## src/rtl/dmem_arb_pkg.sv

```systemverilog
// Shared types and constants for the data-memory port arbiter.
//   port_e            : identifies a requester (CPU or UART loader port)
//   CONFLICT_CNT_W    : width of the contention statistics counter
//   CONFLICT_CNT_MAX  : saturation value of that counter
package dmem_arb_pkg;

    typedef enum logic {
        PORT_CPU  = 1'b0,
        PORT_UART = 1'b1
    } port_e;

    localparam int CONFLICT_CNT_W = 16;
    localparam logic [CONFLICT_CNT_W-1:0] CONFLICT_CNT_MAX = '1;

endpackage

```

## src/rtl/dmem_port_arbiter_rr_arb2.sv

```systemverilog
// Two-requester round-robin arbiter with a registered last-grant pointer.
//   clk, rst             : clock, synchronous active-high reset
//   req_cpu, req_uart    : eligible requests (already qualified by the caller)
//   gnt_cpu, gnt_uart    : combinational one-hot (or zero) grant
// When both request, the port that did not win most recently is granted.
// Reset leaves the pointer at CPU so that UART wins the first contention.
module rr_arb2
    import dmem_arb_pkg::*;
(
    input  logic clk,
    input  logic rst,
    input  logic req_cpu,
    input  logic req_uart,
    output logic gnt_cpu,
    output logic gnt_uart
);

    port_e last_reg;

    always_comb begin
        gnt_cpu  = req_cpu  && (!req_uart || (last_reg == PORT_UART));
        gnt_uart = req_uart && (!req_cpu  || (last_reg == PORT_CPU));
    end

    // Pointer moves only when someone is actually granted.
    always_ff @(posedge clk) begin
        if (rst) begin
            last_reg <= PORT_CPU;
        end else if (gnt_cpu) begin
            last_reg <= PORT_CPU;
        end else if (gnt_uart) begin
            last_reg <= PORT_UART;
        end
    end

endmodule

```

## src/rtl/dmem_port_arbiter.sv

```systemverilog
// Arbitrates a single-port synchronous data memory between the CPU (read/write)
// and the UART loader (read only).
//   clk, rst                      : clock, synchronous active-high reset
//   uart_excl                     : UART-only mode, CPU requests are ignored
//   cpu_req/we/addr/be/wdata      : CPU request, held until cpu_gnt
//   cpu_gnt/rvalid/rdata          : CPU grant and read return (1-cycle latency)
//   uart_req/addr                 : UART read request, held until uart_gnt
//   uart_gnt/rvalid/rdata         : UART grant and read return
//   mem_en/we/addr/be/wdata/rdata : memory port (rdata valid one cycle after a read)
//   conflict_cnt                  : saturating count of cycles with both eligible
module dmem_port_arbiter
    import dmem_arb_pkg::*;
#(
    parameter int ADDR_WIDTH = 6,
    parameter int DATA_WIDTH = 32,
    parameter int BE_WIDTH   = DATA_WIDTH / 8
) (
    input  logic                      clk,
    input  logic                      rst,
    input  logic                      uart_excl,
    input  logic                      cpu_req,
    input  logic                      cpu_we,
    input  logic [ADDR_WIDTH-1:0]     cpu_addr,
    input  logic [BE_WIDTH-1:0]       cpu_be,
    input  logic [DATA_WIDTH-1:0]     cpu_wdata,
    output logic                      cpu_gnt,
    output logic                      cpu_rvalid,
    output logic [DATA_WIDTH-1:0]     cpu_rdata,
    input  logic                      uart_req,
    input  logic [ADDR_WIDTH-1:0]     uart_addr,
    output logic                      uart_gnt,
    output logic                      uart_rvalid,
    output logic [DATA_WIDTH-1:0]     uart_rdata,
    output logic                      mem_en,
    output logic                      mem_we,
    output logic [ADDR_WIDTH-1:0]     mem_addr,
    output logic [BE_WIDTH-1:0]       mem_be,
    output logic [DATA_WIDTH-1:0]     mem_wdata,
    input  logic [DATA_WIDTH-1:0]     mem_rdata,
    output logic [CONFLICT_CNT_W-1:0] conflict_cnt
);

    logic cpu_elig;
    logic uart_elig;
    logic cpu_rvalid_reg;
    logic uart_rvalid_reg;
    logic [DATA_WIDTH-1:0] cpu_rdata_reg;
    logic [DATA_WIDTH-1:0] uart_rdata_reg;
    logic [CONFLICT_CNT_W-1:0] conflict_cnt_reg;

    // Reset masks eligibility so no grant or memory access leaks out during rst.
    assign cpu_elig  = cpu_req && !uart_excl && !rst;
    assign uart_elig = uart_req && !rst;

    rr_arb2 u_rr_arb2 (
        .clk      (clk),
        .rst      (rst),
        .req_cpu  (cpu_elig),
        .req_uart (uart_elig),
        .gnt_cpu  (cpu_gnt),
        .gnt_uart (uart_gnt)
    );

    // Memory port mux; idle cycles drive zeros.
    always_comb begin
        mem_en    = 1'b0;
        mem_we    = 1'b0;
        mem_addr  = '0;
        mem_be    = '0;
        mem_wdata = '0;
        if (cpu_gnt) begin
            mem_en    = 1'b1;
            mem_we    = cpu_we;
            mem_addr  = cpu_addr;
            mem_be    = cpu_be;
            mem_wdata = cpu_wdata;
        end else if (uart_gnt) begin
            mem_en    = 1'b1;
            mem_addr  = uart_addr;
            mem_be    = '1;
        end
    end

    // Read ownership is tracked per port so a later uart_excl change cannot
    // steal a CPU read that is already in flight.
    always_ff @(posedge clk) begin
        if (rst) begin
            cpu_rvalid_reg  <= 1'b0;
            uart_rvalid_reg <= 1'b0;
        end else begin
            cpu_rvalid_reg  <= cpu_gnt && !cpu_we;
            uart_rvalid_reg <= uart_gnt;
        end
    end

    // Memory data is passed through in the return cycle and captured so the
    // port keeps showing its last read afterwards.
    always_ff @(posedge clk) begin
        if (rst) begin
            cpu_rdata_reg  <= '0;
            uart_rdata_reg <= '0;
        end else begin
            if (cpu_rvalid_reg) begin
                cpu_rdata_reg <= mem_rdata;
            end
            if (uart_rvalid_reg) begin
                uart_rdata_reg <= mem_rdata;
            end
        end
    end

    assign cpu_rvalid  = cpu_rvalid_reg;
    assign uart_rvalid = uart_rvalid_reg;
    assign cpu_rdata   = cpu_rvalid_reg  ? mem_rdata : cpu_rdata_reg;
    assign uart_rdata  = uart_rvalid_reg ? mem_rdata : uart_rdata_reg;

    always_ff @(posedge clk) begin
        if (rst) begin
            conflict_cnt_reg <= '0;
        end else if (cpu_elig && uart_elig && (conflict_cnt_reg != CONFLICT_CNT_MAX)) begin
            conflict_cnt_reg <= conflict_cnt_reg + 1'b1;
        end
    end

    assign conflict_cnt = conflict_cnt_reg;

endmodule

```

## config.mk

```make
export PLATFORM = sky130hd
export DESIGN_NAME = dmem_port_arbiter
export DESIGN_NICKNAME = d
export VERILOG_FILES = /design/src/rtl/dmem_arb_pkg.sv /design/src/rtl/dmem_port_arbiter_rr_arb2.sv /design/src/rtl/dmem_port_arbiter.sv
export SDC_FILE = /design/constraint.sdc
export NUM_CORES = 1
export LEC_CHECK = 0
export CORE_MARGIN = 3
export CORE_UTILIZATION = 41
export CTS_CLUSTER_DIAMETER = 30
export DETAILED_ROUTE_END_ITERATION = 10
export PLACE_DENSITY = 0.85
export SYNTH_ARGS = -nofsm -noshare
export SYNTH_HDL_FRONTEND = slang
export SYNTH_SLANG_ARGS = --single-unit
```

## constraint.sdc

```tcl
create_clock -name clk -period 3.1 [get_ports clk]
set_input_delay 0.62 -clock clk [delete_from_list [all_inputs] [get_ports clk]]
set_output_delay 0.62 -clock clk [all_outputs]
set_load 0.03 [all_outputs]
```

==> results.cfg <==
[critical_path]
r2r-start = conflict_cnt[0]
r2r_slack_ns = 1.13
startpoint_type = input pin
critPathSlowestCell = clkdlybuf4s50_1
crit_required_ns = 2.48
critical_path_class = input pin to output port
reg2reg_to = conflict_cnt[7]
crit_fanout = 3
endpoint_kind = output port
arrival_ns = 2.34
reg2reg_depth = 5
crit_chain = clkdlybuf4s50_1 -> buf_4 -> nor2b_1 -> nor2_1 -> nor2_1 -> clkdlybuf4s50_1
cpPeakStageDelay_ns = 0.72

[layout]
fin_util_pct = 70.11
finalNetCount = 662
fin_area_mm2 = 0.006173
antenna_cells = 0
multi_input_area_mm2 = 0.001973
ff_latch_area_mm2 = 0.001662
n_fill_cell = 702
area_delta_synth_final_pct = 64.91
mostFrequentLayoutCells = 168 x clkdlybuf4s50_1, 97 x and2_1, 83 x dfxtp_1
drive_gt1_share_pct = 24.14
layout_commonest_cell = clkdlybuf4s50_1

[yosys]
synth_ff_type = dfxtp_1
synth_nets = 449
synth_area_mm2 = 0.003744
synth_top_cell_by_area = dfxtp_1
synth.yosys.seq_area_share_pct = 44.39
syn_inst = 362
synth.area.top_cells = dfxtp_1 44%, mux2_2 20%, and2_1 16%
synth_seq_cells = 83
synth_top_area_share_pct = 44.39
synth_edf_count = 0
ys_warn_count = 0
synth_cell_types = 34
async_flop_share_pct = 0
synth.avg_cell_area_um2 = 10.34

[timing]
setup_slack_ns = 0.1357
slew_headroom_pct = 33.23
timing.final.crit_share_pct = 95.62
setup_viol = 0
fin_crit_ns = 2.964
hold_slack_ns = 0.4860
slew_violations = 0
tightest_slew_ns = 1.000
rsz0062_at_grt = false
report.final.hold_viol_count = 0
clock.fmax_mhz = 337.3
worst_clock_skew_ns = 0.01628

[floorplan]
initial_core_util_pct = 42.51
pin_count = 214
fp.coreArea_mm2 = 0.008806
rows = 34
die-height_um = 101.6
dieWidth_um = 101.6
die_area_mm2 = 0.01031

[drt]
routed_wl_um = 11310
first_iter_violations = 105
vias = 3472
ant_nets = 0
vias_per_cell = 5.047
drt_first_pass_iters = 4
drc_errors = 0
route.detailed.wl_per_inst_um = 16.44

[place]
gp_congestion = 0.7766
post-place-ws_ns = -0.1035
portBuffers = 213
place_area_mm2 = 0.005964
hpwl_um = 8615

[cts]
cts_root_buf = clkbuf_8
clk_pin_slew_worst_paths_ns = 0.08
cts_setup_buffers = 0
ctsHtreeMaxLevel = 3
cts_buffer_depth = 2
cts_tree = built
numCtsBuffers = 9
clkSinkCount = 83
clkLatencyLatePin_ns = 0.35

[grt]
grt_pass1_vias = 3613
antenna_found_initial = 0
grt_util_all_layers_pct = 21.45
grt_start_max_net_pins = 43
grt_pass1_wl_um = 17520
globalRouteOverflowTotal = 0

[pwr]
p_leak_nw = 2.549
powerDensity_mw_per_mm2 = 392.1
ir_drop_mv = 0.2609

[hold_path]
hold_path.startpoint = u_rr_arb2.last_reg
hold_depth = 1
holdPathEnd = u_rr_arb2.last_reg
hp-class = register to register

[run_status]
status = finished clean

[run]
max_cap_violations = 0
-- layout make-up --
class | count | area share (%)
repair buffers | 225 | 35.41
multi-input cells | 252 | 31.96
flip-flops and latches | 83 | 26.92
clock buffers | 11 | 2.290
well taps | 108 | 2.189
clock inverters | 5 | 0.9931
inverters | 4 | 0.2432
-- per-stage QoR --
step	power (mW)	cells	setup TNS (ns)
3_3_place_gp	1.652	672	0
2_1_floorplan	1.389	362	0
6_report	2.421	688	0
3_5_place_dp	1.661	672	-0.3907
4_1_cts	2.442	688	0
5_1_grt	2.523	688	0
-- critical path: cells and delay by family --
| family | cells | cell delay (ns) |
|---|---|---|
| buf+inv | 3 | 1.34 |
| simple gates | 3 | 0.38 |
-- power by group --
| group | internal, mW | switching (mW) | total, mW |
|---|---|---|---|
| Combinational | 0.272 | 0.257 | 0.529 |
| Sequential | 1.09 | 0.00793 | 1.10 |
| Clock | 0.398 | 0.391 | 0.789 |
-- worst max path at each step --
stage	startpoint	to	slack [ns]	depth (start not counted)
2_1_floorplan	rst	mem_wdata[23]	0.48	5
3_3_place_gp	cpu_req	mem_be[2]	0.007	7
3_5_place_dp	cpu_req	mem_be[2]	-0.10	7
4_1_cts	cpu_req	uart_gnt	0.04	6
5_1_grt	uart_excl	mem_en	0.04	6
6_report	uart_excl	mem_en	0.14	6
-- cell usage after synthesis (2+ instances only) --
cell type and instances:
clkbuf_1 11, nand4_1 6, nor3_1 2, o311ai_0 6, or3_1 5, nand3_1 5, nor3b_1 3, a21o_1 4
buf_1 7, buf_2 4, and4_1 3, dfxtp_1 83, a21oi_1 7, a22o_1 6, nand2_1 6, nor2b_1 5
inv_1 4, nor2_1 7, mux2_2 67, o41ai_1 6, o21ai_0 6, and2_1 97
-- layer usage --
metal	global-route usage [%]	up-vias	wire, um
met5	0	-	0
met1	22.60	1620	4192
met4	8.180	0	265
li1	-	1683	-
met2	40.54	150	5997
met3	5.441	19	853
-- logic make-up after synthesis --
kind of cell / count (synthesis) / synth area share, %
AOI/OAI and AO/OA: 38 / 7.453
adders and majority gates: 1 / 0.3342
buffers and inverters: 27 / 3.041
DFF: 83 / 44.38
muxes: 67 / 20.15
and+or+nand+nor: 146 / 24.63
-- repair_timing --
action | CTS | global route
gates resized for setup | 4 | 3
endpoints found under the hold margin | 0 | 0
hold buffers | 0 | 0
endpoints found under the setup margin | 4 | 2
Power figures use the tool's default switching activity.
